===== src/rtl/icache_dm_refill.sv =====
// Direct-mapped instruction cache with single-line refill over a req/ack memory port.
// Optional hit/miss performance counters are enabled by defining ICACHE_PERF_EN.
//
// state  | meaning
// S_IDLE | lookup; a hit answers combinationally, a miss launches a refill
// S_FILL | waiting on mem_ack for the line at r_mem_addr; fetch is stalled
module icache_dm_refill #(
  parameter int ADDR_W         = 16,
  parameter int WORD_W         = 16,
  parameter int WORDS_PER_LINE = 4,
  parameter int LINES          = 8
) (
  input  logic                             clk,
  input  logic                             rst_n,
  input  logic                             req_valid,
  input  logic [ADDR_W-1:0]                req_addr,
  input  logic                             flush,
  output logic                             rsp_valid,
  output logic [WORD_W-1:0]                rsp_instr,
  output logic                             stall,
  output logic                             mem_req,
  output logic [ADDR_W-1:0]                mem_addr,
  input  logic                             mem_ack,
  input  logic [WORD_W*WORDS_PER_LINE-1:0] mem_rdata
`ifdef ICACHE_PERF_EN
  ,
  output logic [31:0]                      hit_count,
  output logic [31:0]                      miss_count
`endif
);

  localparam int WB    = $clog2(WORD_W / 8);
  localparam int OFF   = $clog2(WORD_W / 8 * WORDS_PER_LINE);
  localparam int IDXW  = (LINES > 1) ? $clog2(LINES) : 1;
  localparam int TAGW  = ADDR_W - OFF - $clog2(LINES);
  localparam int WSELW = (OFF - WB > 0) ? OFF - WB : 1;
  localparam logic [ADDR_W-1:0] OFF_MASK = ADDR_W'((1 << OFF) - 1);

  typedef enum logic {S_IDLE, S_FILL} state_t;

  state_t r_state, w_state_nxt;
  logic [ADDR_W-1:0] r_mem_addr;
  logic              r_flush_pend;
  logic [LINES-1:0]  r_valid;
  logic [TAGW-1:0]   r_tag  [LINES];
  logic [WORDS_PER_LINE-1:0][WORD_W-1:0] r_data [LINES];

  logic [IDXW-1:0]  w_idx, w_fidx;
  logic [TAGW-1:0]  w_tag, w_ftag;
  logic [WSELW-1:0] w_wsel;
  logic             w_hit, w_miss;

  assign w_idx  = (LINES > 1) ? IDXW'(req_addr >> OFF) : '0;
  assign w_tag  = TAGW'(req_addr >> (OFF + $clog2(LINES)));
  assign w_wsel = (WORDS_PER_LINE > 1) ? WSELW'(req_addr >> WB) : '0;
  // Refill targets the latched line address, not the live request.
  assign w_fidx = (LINES > 1) ? IDXW'(r_mem_addr >> OFF) : '0;
  assign w_ftag = TAGW'(r_mem_addr >> (OFF + $clog2(LINES)));

  assign w_hit  = req_valid && r_valid[w_idx] && (r_tag[w_idx] == w_tag) && (r_state == S_IDLE);
  assign w_miss = req_valid && !w_hit && (r_state == S_IDLE);

  assign rsp_valid = w_hit;
  assign rsp_instr = w_hit ? r_data[w_idx][w_wsel] : '0;
  assign mem_addr  = r_mem_addr;

  always_comb begin
    w_state_nxt = r_state;
    stall       = 1'b0;
    mem_req     = 1'b0;
    case (r_state)
      S_IDLE: begin
        if (w_miss) begin
          stall       = 1'b1;
          w_state_nxt = S_FILL;
        end
      end
      S_FILL: begin
        stall   = 1'b1;
        mem_req = 1'b1;
        if (mem_ack) w_state_nxt = S_IDLE;
      end
      default: w_state_nxt = S_IDLE;
    endcase
  end

  always_ff @(posedge clk or negedge rst_n) begin
    if (!rst_n) begin
      r_state      <= S_IDLE;
      r_mem_addr   <= '0;
      r_flush_pend <= 1'b0;
      r_valid      <= '0;
    end else begin
      r_state <= w_state_nxt;
      if (r_state == S_IDLE) begin
        if (flush) r_valid <= '0;
        if (w_miss) r_mem_addr <= req_addr & ~OFF_MASK;
      end else begin
        if (mem_ack) begin
          r_flush_pend <= 1'b0;
          // A flush seen during the refill also discards the line just installed.
          if (r_flush_pend || flush) r_valid <= '0;
          else r_valid[w_fidx] <= 1'b1;
        end else if (flush) begin
          r_flush_pend <= 1'b1;
        end
      end
    end
  end

  always_ff @(posedge clk) begin
    if (r_state == S_FILL && mem_ack) begin
      r_tag[w_fidx]  <= w_ftag;
      r_data[w_fidx] <= mem_rdata;
    end
  end

`ifdef ICACHE_PERF_EN
  always_ff @(posedge clk or negedge rst_n) begin
    if (!rst_n) begin
      hit_count  <= '0;
      miss_count <= '0;
    end else begin
      if (w_hit)  hit_count  <= hit_count + 32'd1;
      if (w_miss) miss_count <= miss_count + 32'd1;
    end
  end
`endif

endmodule


===== config.mk =====
export PLATFORM = sky130hd
export DESIGN_NAME = icache_dm_refill
export DESIGN_NICKNAME = d
export VERILOG_FILES = /design/src/rtl/icache_dm_refill.sv
export SDC_FILE = /design/constraint.sdc
export NUM_CORES = 1
export LEC_CHECK = 0
export ABC_AREA = 0
export CORE_ASPECT_RATIO = 0.6
export CORE_MARGIN = 2
export CORE_UTILIZATION = 56
export CTS_BUF_LIST = sky130_fd_sc_hd__clkbuf_8
export DETAILED_ROUTE_END_ITERATION = 8
export HOLD_SLACK_MARGIN = 0.03
export PLACE_DENSITY = 0.78
export RECOVER_POWER = 100
export SLEW_MARGIN = 20
export SYNTH_ARGS = -nofsm -noshare
export SYNTH_HDL_FRONTEND = slang
export SYNTH_SLANG_ARGS = --single-unit

===== constraint.sdc =====
create_clock -name clk -period 6.95 [get_ports clk]
set_clock_uncertainty 0.2 [all_clocks]
set_input_delay 2.085 -clock clk [delete_from_list [all_inputs] [get_ports clk]]
set_output_delay 2.085 -clock clk [all_outputs]
set_load 0.05 [all_outputs]

After elaboration in Yosys (flattened, before gate mapping)
Memory sizes are Yosys's and may differ from the RTL's.
Cells that the tools add are included.
{"block": "totals", "reg_bits": 23, "out_inout_bits": 35, "in_bits": 85, "wordCells": 48, "n_memories": 2, "mem_bits_rw": 592}
{"memory": "r_data", "depth": 8, "width": 64, "read_ports": 1, "rd_clocked_by_memory_dff": 0, "write_ports": 1, "line": "46", "rtl": "logic [WORDS_PER_LINE-1:0][WORD_W-1:0] r_data [LINES];"}
{"memory": "r_tag", "depth": 8, "width": 10, "read_ports": 1, "rd_clocked_by_memory_dff": 0, "write_ports": 1, "line": "45", "rtl": "logic [TAGW-1:0] r_tag [LINES];"}
{"block": "op_classes", "n_mux": 20, "n_reduce_logical": 14, "magnitude_cmp": 4, "bitwise": 2, "n_eq_ne": 2}
{"op": "16-bit binary-select mux with 2-bit select", "count": 1}
{"op": "16-bit 2-to-1 mux", "count": 2}
{"op": "8-bit 2-to-1 mux", "count": 4}
{"op": "10-bit equality test", "count": 1}
{"op": "1-bit 2-to-1 mux", "count": 9}
{"op": "3-bit by 4-bit < comparator with 1-bit output (second input constant)", "count": 2}
{"op": "8-bit OR", "count": 1}
{"op": "1-bit logical AND", "count": 7}
{"op": "2-bit AND reduction", "count": 3}
{"op": "1-bit case mux with 2 select lines", "count": 2}
{"op": "2-bit nonzero test", "count": 2}
{"op": "1-bit binary-select mux with 3-bit select", "count": 1}
{"op": "1-bit demux with 3-bit select", "count": 1}
{"op": "3-bit by 1-bit greater-or-equal comparator with 1-bit output (second input constant)", "count": 1}
{"op": "2-bit by 3-bit < comparator with 1-bit output (second input constant)", "count": 1}
{"op": "2-bit inequality test (second input constant)", "count": 1}
{"op": "1-bit logical NOT", "count": 1}
{"op": "1-bit logical OR", "count": 1}
{"op": "1-bit inverter", "count": 1}

Logic depth before layout (Yosys ltp)
Gate-level depths: netlist (run 1).
{"block": "depth", "depth_word": 10, "depth_mapped": 11, "depth_no_buf": 6}

Worst setup path after synthesis (run 1)
No wires, ideal clock.
{"block": "synth_path", "kind": "input to register", "from": "input port mem_ack", "to": "memory r_data[1][0] (netlist bit), enable pin", "slack_ns": -1.143, "path_buffers": 0, "setup_time_ns": 0.597, "arrival_time_ns": 7.297, "stages": 2, "required_ns": 6.153, "path_cell_list": "nand3_1 nor3_1"}
{"block": "synth_between", "elab_chain_cells": 3}
{"item": "start, declared", "line": "23", "rtl": "input logic mem_ack,"}
{"item": "1-bit logical AND", "line": "112", "rtl": "if (r_state == S_FILL && mem_ack) begin"}
{"item": "1-bit 2-to-1 mux", "line": "112"}
{"item": "1-bit 2-to-1 mux (implied by the code)", "line": "114", "rtl": "r_data[w_fidx] <= mem_rdata;"}
{"item": "end, declared", "line": "46"}
No other way between the ends.

Worst setup path after layout (run 1)
{"block": "layout_path", "from": "input port req_addr[3]", "to": "output port rsp_instr[10]"}
{"block": "layout_between", "elab_chain_cells": 6, "elab_cells_between_ends": 11, "cone_classes": "eq/ne (1); mux (5); reduce/logical (3); memory (2)"}
{"item": "start, declared", "line": "16", "rtl": "input logic [ADDR_W-1:0] req_addr,"}
{"item": "parallel branches: the longest is 5 deep, another holds memory 8 x 10 bit"}
{"item": "16-bit 2-to-1 mux (*)", "line": "64", "rtl": "assign rsp_instr = w_hit ? r_data[w_idx][w_wsel] : '0;"}
{"item": "end, declared", "line": "19", "rtl": "output logic [WORD_W-1:0] rsp_instr,"}
Mark *: on every way between the ends. The select of a mux whose other input is x is not followed.

==> results of run 1 <==
## registers in the layout (all words and copies together) (netlist names)
register and cells:
mem_addr 13, r_data 512, r_flush_pend 1, r_state 1, r_tag 80, r_valid 8
## worst paths after layout
check | endpoint | slack [ns] | startpoint | cells after the start
setup / recovery | rsp_instr[10] | 0.16 | req_addr[3] | 9
hold / removal | r_valid[6] | 0.31 | r_valid[6] | 2
setup reg to reg | r_data[2][38] | 2.01 | r_state | 3
hold reg to reg | r_valid[6] | 0.31 | r_valid[6] | 2
max in group asynchronous | r_valid[2] | 4.10 | rst_n | 1
min in group asynchronous | mem_addr[10] | 1.57 | rst_n | 1
## cells in the mapped netlist (all sizes together), types with 2 or more instances
master  number
mux2        14
a21oi        9
edfxtp     592
nor2        33
nand2b       3
nand3        2
nand4        2
mux4       178
dfrtp       23
nor2b        5
clkbuf      21
buf         33
nor3         4
a21o         2
mux2i       37
xor2        10
## cell families (layout without fill, tap and decap cells)
logic type / after synthesis / after routing / synth area share
XOR/XNOR: 10 / 10 / 0.00371
other: 1 / 9 / 0.000159
AND/OR/NAND/NOR: 53 / 53 / 0.0102
buffers and inverters: 55 / 306 / 0.0118
multiplexers: 229 / 229 / 0.193
flip-flops: 615 / 615 / 0.777
AO/OA/AOI/OAI: 15 / 15 / 0.00440
## worst register-to-register path, cell delays in order (launching register included)
cell and delay, ns:
dfrtp_1 0.50, nand3b_1 0.28, nor2_1 1.87, clkbuf_2 1.62
## layer usage
layer,track usage,vias to the layer above,wire [um],share of wire
met5,0,-,31,0.00064
met4,0.0637,6,962,0.020
met3,0.0601,82,3670,0.076
met2,0.355,436,23200,0.48
met1,0.322,5836,20400,0.42
li1,-,4561,-,-
## stage by stage
stage,area [sq um],worst slack (ns)
after floorplan,23600,-0.0403
after global placement,25900,0.132
after detailed placement,25900,0.107
after CTS,27400,0.0939
after global routing,27100,0.0547
final,27100,0.156
## power breakdown
group,total (mW),switching (mW),internal (mW)
clock network,2.55,1.30,1.25
registers,4.33,0.0758,4.26
logic,0.618,0.371,0.247
total,7.50,1.75,5.75
## area by class of cell
cell class / instances / area [sq um] / share of cell area
clock buffers: 87 / 1200 / 0.0442
flip-flops and latches: 615 / 18400 / 0.677
clock inverters: 68 / 348 / 0.0128
diodes: 6 / 15.0 / 0.000554
repair buffers: 150 / 1470 / 0.0541
inverters: 1 / 3.75 / 0.000139
multi-input cells: 310 / 5000 / 0.185
well taps: 570 / 713 / 0.0263
==> results.md, run 1 <==
- For this block, the routed nets add up to 48.3 mm of wire.
- Relative to the synthesized area, the layout overhead comes to 14.7%.
- Setup repair after global routing left no endpoint under its margin.
- By instance count, the cell type seen most on the critical path is buf_12.
- Yosys mapped a number of flops with a built-in enable equal to 592.
- The count of yosys warnings during synthesis is 0.
- The most used flip-flop cell after synthesis is edfxtp_1.
- The largest single stage delay on the critical path is 0.54 ns.
- For this run, the register share of the synthesized area comes to 0.777.
- The final hold violation count is 0.
- The maximum net fanout on the critical path is 20.
- The largest vdd supply drop is 0.158 mV.
- In this run the number of H-tree levels came out at 3.
- The reported max-cap violation count is 15.
- The count of hold-fix buffers inserted at cts is 0.
- Total power for the finished layout comes to 7.50 mW.
- The final layout contains 1249 nets.
- The initialized floorplan defines a little under 60 standard-cell rows.
- The first-pass GRT wire length is 72.3 mm.
- Entering global routing, the biggest net connects 94 pins.
- The largest total area in the synthesized netlist belongs to edfxtp_1.
- The flop and latch count out of synthesis is 615.
- The unique cell type count in the Yosys netlist is 32.
- Derived from the worst setup path, the maximum achievable clock frequency is 147 MHz.
- The post-CTS setup-driven buffer insertion count is 0.
- For this run, asynchronously set or reset flops after synthesis account for 0.0374.
- After floorplanning, the core was sized to cover approximately 42000 sq um.
- The count of final max-slew check failures is 624.
- Counting I/O delays and the setup requirement, the final critical path takes ~6.8 ns.
- The insertion delay to the later sink of the worst-skew pair is 0.65 ns.
- By area the synthesized netlist is led by edfxtp_1 75%, mux4_2 17%, dfrtp_1 2.4%, mux2i_1 1.6%, nor2_1 0.52%.
- The DRC violation count after routing is 0.
- The worst slew margin relative to its limit is -1.27.
- The global-route usage over all layers is 0.227.
- The final global-route overflow total is 0.
- Fill cells in the final layout number 2666.
- Hold is met by 0.310 ns.
- The detailed-route wire length per cell is 26.7 um.
- The quantity of gates resized following cts is 0.
- In the final timing run, aggregate negative setup slack is 0 ns.
- The most common cell after layout, fill and taps aside is edfxtp_1.
- Of the cells placed in the final design, the portion with a size suffix greater than 1 is 0.271.
- 120 I/O pins were placed.
- The tightest min-delay check is of the reg -> reg type.
- TritonCTS built the clock tree.
- The tree built by TritonCTS fans out to 615 sinks.
- The worst endpoint required time is 4.66 ns.
- The remaining antenna violation count is 0.
- The clock-pin slew on the worst setup and hold paths is 0.06 ns.
- The number of buffers created by CTS is 86.
- Data arrives at the worst endpoint at 4.51 ns.
- Setup violations remaining at the end of the flow were counted as 0.
- Routability-driven placement finished with a final weighted congestion of 0.788.
- In the layout the commonest cells are 592 x edfxtp_1, 174 x mux4_2, 87 x clkbuf_8.
- The critical-path cell with the highest stage delay is mux4_2.
- The via count of the first global-routing pass is approximately 11000.
- The die covers 43900 sq um.
- The top-area cell type share of the netlist area is 0.753.
- In this run the power density over the cells is 277 nW/um^2.
- The placed instance count is roughly 1600.
- The final non-filler cell total is 1807.
- Of the available clock period, the critical path in the final layout requires 0.978.
- The worst setup path is captured at a primary output.
- The static leakage power is 8.86 nW.
- The number of antenna violations at the first check in global routing came to 11.
- The mean cell area of the mapped netlist is around 24 sq um.
- On the critical path the largest part of the delay comes from multiplexers.
- STA classifies the critical path startpoint as a primary input.
- The run finished, with violations left.
- The violation count after the first detailed-routing iteration is 1089.
- At the pin with the least slew margin, the transition time is 3.40 ns.
- The mapped netlist covers 23600 sq um.
- For this run, the share of the core covered by cells in the final layout is 0.649.
- The count of TritonRoute iterations in the first routing pass is 5.
- The final reports fail on max-capacitance violations, max-slew violations.
- The buffer and inverter count on the worst path is 5.
- The maximum root-to-sink buffer count is 3.
- Traced cell by cell, the critical path runs through buf_8 > buf_12 > buf_12 > mux4_2 > mux4_2 > mux2i_1 > nor2_1 > buf_4 > buf_12.
- Across all layers, the routed design uses 10921 vias.
- The number of buffer cells added on primary ports is 115.
- For this configuration, the core starts out at a cell density of 0.566.
- In this run the vertical extent of the chip is 163 um.
- The average via count per standard cell is roughly 6.0.
- Summed over all nets, the half-perimeter wirelength after detailed placement is 26.7 mm.
- The overall die width is 269 um.
- The cell sitting at the root of the clock tree is a clkbuf_8.
- The synthesized instance count is 978.
- The setup path with the least slack is of type in -> out.
(Power assumes the default switching activity.)
==> run 2: changes to the inputs <==
Settings changed: GPL_TIMING_DRIVEN set to 1.
==> results of run 2 <==
The final DEF is identical to that of run 1; final timing and power are the same.
